[config.mk]
export PLATFORM = sky130hd
export DESIGN_NAME = capture_ram_reader
export DESIGN_NICKNAME = d
export VERILOG_FILES = /design/src/rtl/vga_adapter_pkg.sv /design/src/rtl/row_shifter.sv /design/src/rtl/capture_ram_reader.sv
export SDC_FILE = /design/constraint.sdc
export NUM_CORES = 1
export LEC_CHECK = 0
export BUFFER_PORTS_ARGS = -buffer_cell sky130_fd_sc_hd__buf_2
export CAP_MARGIN = 20
export CORE_ASPECT_RATIO = 1.2
export CORE_MARGIN = 2
export CORE_UTILIZATION = 25
export CTS_CLUSTER_SIZE = 10
export DETAILED_ROUTE_END_ITERATION = 16
export PLACE_DENSITY = 0.55
export SYNTH_ARGS = -nofsm -noshare
export SYNTH_HDL_FRONTEND = slang
export SYNTH_SLANG_ARGS = --single-unit
[constraint.sdc]
create_clock -name clk -period 2.06 [get_ports clk]
set_input_delay 0.309 -clock clk [delete_from_list [all_inputs] [get_ports clk]]
set_output_delay 0.309 -clock clk [all_outputs]
set_load 0.005 [all_outputs]
[src/rtl/vga_adapter_pkg.sv]
// rtl/vga_adapter_pkg.sv - shared state encoding and geometry defaults for the capture RAM path
package vga_adapter_pkg;

    localparam int DEFAULT_ROW_WIDTH  = 320;
    localparam int DEFAULT_ADDR_WIDTH = 8;
    localparam int MAX_RAM_LATENCY    = 3;

    typedef enum logic [1:0] {
        ST_IDLE  = 2'd0,
        ST_READ  = 2'd1,
        ST_WAIT  = 2'd2,
        ST_SHIFT = 2'd3
    } reader_state_t;

    // Width of a counter that indexes every pixel of a row (9 bits for 320 pixels)
    function automatic int count_width(input int row_width);
        return (row_width <= 2) ? 1 : $clog2(row_width);
    endfunction

endpackage

[src/rtl/row_shifter.sv]
// rtl/row_shifter.sv - row shift register with pixel counter, MSB-first serial output
module row_shifter
    import vga_adapter_pkg::*;
#(
    parameter int ROW_WIDTH   = DEFAULT_ROW_WIDTH,
    parameter int COUNT_WIDTH = count_width(ROW_WIDTH)
) (
    input  logic                 clk,
    input  logic                 rst_n,
    input  logic                 load,
    input  logic                 shift_en,
    input  logic [ROW_WIDTH-1:0] parallel_in,
    output logic                 serial_out,
    output logic                 last
);

    localparam logic [COUNT_WIDTH-1:0] LAST_COUNT = COUNT_WIDTH'(ROW_WIDTH - 1);

    logic [ROW_WIDTH-1:0]   shift_reg;
    logic [COUNT_WIDTH-1:0] count;

    // Load a fresh row, or shift one pixel out per accepted transfer; the counter wraps on the last pixel
    always_ff @(posedge clk) begin
        if (!rst_n) begin
            shift_reg <= '0;
            count     <= '0;
        end else if (load) begin
            shift_reg <= parallel_in;
            count     <= '0;
        end else if (shift_en) begin
            shift_reg <= {shift_reg[ROW_WIDTH-2:0], 1'b0};
            count     <= last ? '0 : count + 1'b1;
        end
    end

    assign serial_out = shift_reg[ROW_WIDTH-1];
    assign last       = (count == LAST_COUNT);

endmodule

[src/rtl/capture_ram_reader.sv]
// rtl/capture_ram_reader.sv - reads one capture RAM row and streams it out pixel by pixel
module capture_ram_reader
    import vga_adapter_pkg::*;
#(
    parameter int ROW_WIDTH   = DEFAULT_ROW_WIDTH,
    parameter int ADDR_WIDTH  = DEFAULT_ADDR_WIDTH,
    parameter int RAM_LATENCY = 1
) (
    input  logic                  clk,
    input  logic                  rst_n,
    input  logic                  row_request,
    input  logic [ADDR_WIDTH-1:0] row_index,
    input  logic [ROW_WIDTH-1:0]  ram_q,
    input  logic                  pixel_ready,
    output logic [ADDR_WIDTH-1:0] ram_address,
    output logic                  read_enable,
    output logic                  pixel,
    output logic                  pixel_valid,
    output logic                  busy,
    output logic                  row_done
);

    // wait_count starts at 1 in the first WAIT cycle, which is RAM_LATENCY=1 clocks after read_enable
    localparam logic [1:0] LAST_WAIT = 2'(RAM_LATENCY);

    reader_state_t state;
    logic [1:0]    wait_count;
    logic          load;
    logic          transfer;
    logic          last;

    assign transfer = pixel_valid & pixel_ready;
    assign load     = (state == ST_WAIT) && (wait_count == LAST_WAIT);

    // Row readout sequencer: request -> one read strobe -> RAM latency wait -> pixel stream
    always_ff @(posedge clk) begin
        if (!rst_n) begin
            state       <= ST_IDLE;
            wait_count  <= 2'd0;
            ram_address <= '0;
            read_enable <= 1'b0;
            pixel_valid <= 1'b0;
            busy        <= 1'b0;
            row_done    <= 1'b0;
        end else begin
            row_done <= 1'b0;
            case (state)
                ST_IDLE: begin
                    if (row_request) begin
                        ram_address <= row_index;
                        read_enable <= 1'b1;
                        busy        <= 1'b1;
                        state       <= ST_READ;
                    end
                end
                ST_READ: begin
                    read_enable <= 1'b0;
                    wait_count  <= 2'd1;
                    state       <= ST_WAIT;
                end
                ST_WAIT: begin
                    if (wait_count == LAST_WAIT) begin
                        pixel_valid <= 1'b1;
                        state       <= ST_SHIFT;
                    end else begin
                        wait_count <= wait_count + 2'd1;
                    end
                end
                ST_SHIFT: begin
                    if (transfer && last) begin
                        pixel_valid <= 1'b0;
                        busy        <= 1'b0;
                        row_done    <= 1'b1;
                        state       <= ST_IDLE;
                    end
                end
                default: state <= ST_IDLE;
            endcase
        end
    end

    row_shifter #(
        .ROW_WIDTH (ROW_WIDTH)
    ) u_row_shifter (
        .clk         (clk),
        .rst_n       (rst_n),
        .load        (load),
        .shift_en    (transfer),
        .parallel_in (ram_q),
        .serial_out  (pixel),
        .last        (last)
    );

endmodule

==> run_results.csv, run 1 <==
group,metric,value,unit
floorplanning,num_rows,100,
power_and_ir_drop,power_per_cell_area,811.7,mW/mm^2
yosys,synth.most_common_cell,"nand2_1",
place,dp_hpwl,29.67,mm
timing,setup_tns,0,ps
timing,worst_pin_slew,453.3,ps
yosys,synth_top_cell_by_area,"dfxtp_1",
power_and_ir_drop,clkPwrFrac,36.4,%
cts,cts_tree,"yes",
drt,drt-vias-per-instance,4.731,
outcome,status,"complete, no violations",
final_layout,fillCellCount,6227,
setup_path,max_stage_delay,390,ps
final_layout,drive_above_1_share,18.25,%
setup_path,startpoint_type,"register",
yosys,yosys_warnings,0,
floorplanning,start_util,25.16,%
global_routing,use_met3,2.554,%
yosys,synth.yosys.seq_area_share,44.41,%
yosys,synth_edf_count,0,
yosys,yosys.cell_types.count,29,
global_routing,antenna_found_initial,1,
drt,avgRoutedWirePerCell,14.18,um
power_and_ir_drop,ir_worst_vdd,0.5611,mV
setup_path,crit_path_frequent_cell,"buf_12",
power_and_ir_drop,leakagePower,12.40,nW
timing,finalSetupViolCount,0,
global_routing,use_met2,24.84,%
global_routing,grt_pass1_wl,76.00,mm
power_and_ir_drop,p_int,13.27,mW
cts,ctsResizeCount,0,
power_and_ir_drop,power.share.sequential,42.7,%
power_and_ir_drop,switching_share,27.54,%
timing,worst_slack,202.7,ps
final_layout,syn2layout_area_growth,45.04,%
timing,whs,34.98,ps
floorplanning,ioPinCount,345,
yosys,syn_nets,2247,
yosys,synth_top_area_share,44.41,%
place,place_congestion,0.7632,
floorplanning,die_h,277.2,um
setup_path,cp_data_arrival_time,2290,ps
floorplanning,dieWidth,231.7,um
global_routing,grtUsageTotal,14.17,%
power_and_ir_drop,power.switching,5.042,mW
place,dpl-instance-area,0.01820,mm^2
cts,clock_sinks,345,
place,port_buffers,344,
global_routing,grt-busiest-layer,"met2",
yosys,async_flop_share,0,%
yosys,synthesis.instances,1909,
run,cap_violations,0,
cts,clockBufferDepth,3,
yosys,synth_common_cells,"668 x nand2_1, 345 x dfxtp_1, 322 x nand3_1",
floorplanning,die_area,0.06422,mm^2
global_routing,overflow,0,
setup_path,crit_fanout,71,
final_layout,final_nets,2828,
timing,finClkSkew,13.14,ps
yosys,syn-mean-instance-area,8.146,um^2
timing,rsz0062_at_grt,"no",
setup_path,path_class,"reg2reg",
drt,first_iter_violations,868,
cts,cts_inserted_buffers,42,
drt,drcViolationCount,0,
floorplanning,core_area,0.06181,mm^2
drt,ant_nets,0,
setup_path,path_cells,"inv_1, ha_1, nand2_4, buf_12, buf_12, nand3_1, o211a_1",
global_routing,grt_pass1_vias,15645,
timing,drv_slew,0,
yosys,yosys-top-cells-area,"dfxtp_1 44%, o211a_1 21%, nand2_1 16%",
cts,clock_latency,550,ps
power_and_ir_drop,p_comb_share,20.9,%
cts,clk_pin_slew,50,ps
yosys,ys_ff_latch,345,
timing,hold_violations,0,
drt,routed_wl,47.03,mm
final_layout,largest_reg_flops,320,
timing,period_needed,1857,ps
drt,vias,15687,
global_routing,grt_max_degree,84,
cts,htree_levels,2,
hold_path,worstHoldPathType,"in2reg",
setup_path,end_kind,"register",
setup_path,slowest_stage,"dfxtp_1",
timing,maxSlewHeadroom,69.78,%
global_routing,met1_usage,16.88,%
place,pre_cts_ws,253.7,ps
yosys,syn_area,0.01555,mm^2
timing,clock.fmax,0.5384,GHz
power_and_ir_drop,power,18.31,mW
final_layout,postLayoutCellArea,0.02256,mm^2
yosys,synth_top_flop_cell,"dfxtp_1",
cts,cts_root_buf,"clkbuf_16",
setup_path,crit_required,2490,ps
timing,finalCritPeriodShare,90.16,%
drt,firstDrtPassIters,8,
[cell type report]
class	count	area (um^2)	share of cell area (%)
diodes	1	2.502	0.01109
clock buffers	48	1105	4.898
clock inverters	5	60.06	0.2663
inverters	5	18.77	0.08321
multi-input cells	1377	7821	34.68
flip-flops and latches	345	6907	30.62
well taps	816	1021	4.527
repair buffers	719	5620	24.92
[critical path, delay by kind of cell (launching register included)]
kind / cells / cell delay (ps)
adder cells (fa/ha/maj): 1 / 280
buffers and inverters: 3 / 590
AND/OR/NAND/NOR: 2 / 240
AO/OA/AOI/OAI: 1 / 150
flip-flops: 1 / 390
[per-stage QoR]
stage	cells	util, %
final	3316	36.49
after floorplan	1909	-
after detailed placement	2943	29.44
after global placement	2943	29.44
after global routing	3316	36.49
after CTS	3315	36.49
[cell usage in the layout (no fill, tap or decap), types with 2 or more instances in the layout]
cell type,instances
a21boi_0,9
clkbuf_16,43
ha_1,6
nor3_1,2
inv_1,5
nand4_1,2
buf_2,343
a311oi_1,2
o211a_1,320
nor2_1,14
nor2b_1,2
dlygate4sd3_1,319
and2_1,3
nand3_1,322
dfxtp_1,345
nand2b_1,3
inv_6,2
mux2i_1,2
nand2_1,667
o21ai_0,5
xor2_1,2
buf_4,34
a21oi_1,3
buf_12,22
xnor2_1,6
clkbuf_1,4
[final timing paths]
check | end | from | slack (ps) | cells past startpoint
worst min register to register | ram_address[5]$_SDFFE_PN0P_ | ram_address[5]$_SDFFE_PN0P_ | 460 | 2
worst min-delay path | u_row_shifter.shift_reg[106]$_SDFFE_PN0P_ | ram_q[106] | 30 | 2
worst max-delay path | u_row_shifter.shift_reg[140]$_SDFFE_PN0P_ | state[0]$_SDFFE_PN0P_ | 200 | 7
worst max register to register | u_row_shifter.shift_reg[140]$_SDFFE_PN0P_ | state[0]$_SDFFE_PN0P_ | 200 | 7
[power by group through the flow]
stage	clock network (mW)	logic (mW)	registers, mW
2_1_floorplan	0	2.38	7.86
3_3_place_gp	0	3.21	7.92
3_5_place_dp	0	3.33	7.95
4_1_cts	6.93	3.84	7.81
5_1_grt	7.18	4.29	7.90
6_report	6.67	3.82	7.82
[cells by family after synthesis]
logic type	share of synthesized area (%)
AOI/OAI and AO/OA	21.40
xor gates and xnor gates	0.4506
adders and majority gates	0.4827
buffers and inverters	5.439
DFF	44.41
muxes	0.1287
and+or+nand+nor	27.69
[repair_timing]
| item | CTS | global route |
|---|---|---|
| buffers inserted | 0 | 0 |
| endpoints found under the hold margin | 319 | 0 |
| hold buffers | 319 | 0 |
[per-layer routing]
metal / routed length [um] / share of wire [%] / vias up
li1: - / - / 7751
met3: 2289 / 4.9 / 115
met2: 22990 / 49 / 411
met4: 1721 / 3.7 / 0
met5: 0 / 0 / -
met1: 20030 / 43 / 7410
Note: power is estimated with default switching activity, not from simulation.
==> inputs of run 2 (changes only) <==
- REMOVE_ABC_BUFFERS: default -> 1
==> run 2 against run 1 <==
Fmax rose by 2.2%. Utilization fell by 0.22 points. Sequential cell count did not move. Non-clock buffer count fell by 15. Die area did not move. Final cell count fell by 0.27%. Clock power rose by 4.3%. Global-route usage rose by 0.35 points. Routed wire length rose by 2.4%. Final area fell by 0.60%. Critical path depth did not move.
==> run_results.csv, run 2 (synthesis results as in run 1) <==
group,metric,value,unit
timing,period_needed,1817,ps
drt,routed_wl,48.15,mm
place,dp_cells,2955,
timing,hold_violations,0,
global_routing,antenna_found_initial,3,
final_layout,register_area,0.006907,mm^2
drt,avgRoutedWirePerCell,14.56,um
final_layout,final_cells,3307,
power_and_ir_drop,leakagePower,12.36,nW
final_layout,final_common_cell,"nand2_1",
global_routing,grt_pass1_vias,15488,
floorplanning,die_area,0.06422,mm^2
final_layout,final_cell_mix,"667 x nand2_1, 345 x dfxtp_1, 343 x buf_2",
cts,clock_latency,550,ps
floorplanning,ioPinCount,345,
power_and_ir_drop,ir_worst_vdd,0.5113,mV
cts,cts_root_buf,"clkbuf_16",
timing,worst_pin_slew,376.9,ps
cts,clk_pin_slew,60,ps
power_and_ir_drop,power,18.61,mW
drt,firstDrtPassIters,5,
setup_path,cp_data_arrival_time,2250,ps
power_and_ir_drop,power_per_cell_area,829.9,mW/mm^2
timing,worst_slack,243.3,ps
drt,drt-vias-per-instance,4.743,
final_layout,drive_above_1_share,18.94,%
global_routing,grt_max_degree,82,
final_layout,fillCellCount,6268,
timing,drv_slew,0,
drt,vias,15684,
cts,postCtsSetupBuffers,0,
setup_path,crit_fanout,69,
floorplanning,dieWidth,231.7,um
cts,cts_inserted_buffers,42,
setup_path,startpoint_type,"register",
cts,cts_tree,"yes",
outcome,status,"complete, no violations",
final_layout,largest_reg_flops,320,
global_routing,grtUsageTotal,14.52,%
global_routing,grt_pass1_wl,77.06,mm
cts,clock_sinks,345,
cts,clockBufferDepth,3,
cts,htree_levels,2,
timing,finalSetupViolCount,0,
timing,rsz0062_at_grt,"no",
final_layout,final_nets,2813,
setup_path,end_kind,"register",
final_layout,syn2layout_area_growth,44.17,%
place,place_congestion,0.7763,
timing,maxSlewHeadroom,74.87,%
drt,drcViolationCount,0,
timing,clock.fmax,0.5505,GHz
global_routing,overflow,0,
setup_path,path_class,"reg2reg",
floorplanning,core_area,0.06181,mm^2
timing,finalCritPeriodShare,88.19,%
place,port_buffers,344,
timing,setup_tns,0,ps
floorplanning,die_h,277.2,um
run,cap_violations,0,
place,dp_hpwl,31.19,mm
hold_path,worstHoldPathType,"in2reg",
setup_path,crit_required,2490,ps
timing,whs,32.10,ps
timing,finClkSkew,15.28,ps
drt,first_iter_violations,1006,
floorplanning,start_util,25.16,%
final_layout,multi_input_area,0.007821,mm^2
place,pre_cts_ws,255.3,ps
drt,ant_nets,0,
floorplanning,num_rows,100,
## run 2: cell types whose count changed in the layout (fill, tap and decap cells not counted), moves of 3 or more
cell	previous run	this run
clkbuf_8	1	4
diode_2	1	4
buf_12	22	19
buf_4	34	49
dlygate4sd3_1	319	292
## run 2: path summary, 6_finish.rpt
kind | startpoint | to | slack [ps] | depth (start not counted)
worst max register to register | state[0]$_SDFFE_PN0P_ | u_row_shifter.shift_reg[261]$_SDFFE_PN0P_ | 240 | 7
worst min register to register | ram_address[7]$_SDFFE_PN0P_ | ram_address[7]$_SDFFE_PN0P_ | 470 | 2
worst max-delay path | state[0]$_SDFFE_PN0P_ | u_row_shifter.shift_reg[261]$_SDFFE_PN0P_ | 240 | 7
worst min-delay path | ram_q[65] | u_row_shifter.shift_reg[65]$_SDFFE_PN0P_ | 30 | 2
## run 2: cell type report
cell class,instances,share of cell area (%)
diodes,4,0.04465
flip-flops and latches,345,30.81
inverters,5,0.08371
clock buffers,53,5.335
well taps,816,4.554
multi-input cells,1377,34.88
repair buffers,704,24.10
clock inverters,3,0.1953
## run 2: per-layer routing
| metal | wire (um) | GRT usage (%) | vias to the layer above |
|---|---|---|---|
| li1 | - | - | 7743 |
| met1 | 19710 | 16.50 | 7387 |
| met2 | 24050 | 25.79 | 418 |
| met3 | 1981 | 2.368 | 136 |
| met4 | 2407 | 7.758 | 0 |
| met5 | 0 | 0 | - |
## run 2: where the power goes
part / internal (mW) / switching [mW] / leakage [nW]
clock network: 4.13 / 2.82 / 0.610
logic: 1.95 / 1.88 / 8.97
registers: 7.44 / 0.385 / 2.79
total: 13.5 / 5.09 / 12.4
## run 2: critical path, stage by stage (launching register included)
cell and delay, ps:
dfxtp_1 380, inv_1 90, ha_1 280, nand2_4 110
buf_12 190, buf_12 290, nand3_1 130, o211a_1 150
## run 2: what timing repair did
item | in CTS | in global routing
endpoints found under the setup margin | 0 | 0
resized for setup | 0 | 0
hold endpoints to repair | 292 | 0
hold buffers | 292 | 0
## run 2: through the flow
stage | instance area [um^2] | util (%)
after global routing | 22420 | 36.27
final | 22420 | 36.27
after CTS | 22410 | 36.26
after floorplan | 14720 | -
after detailed placement | 18250 | 29.52
after global placement | 18250 | 29.52
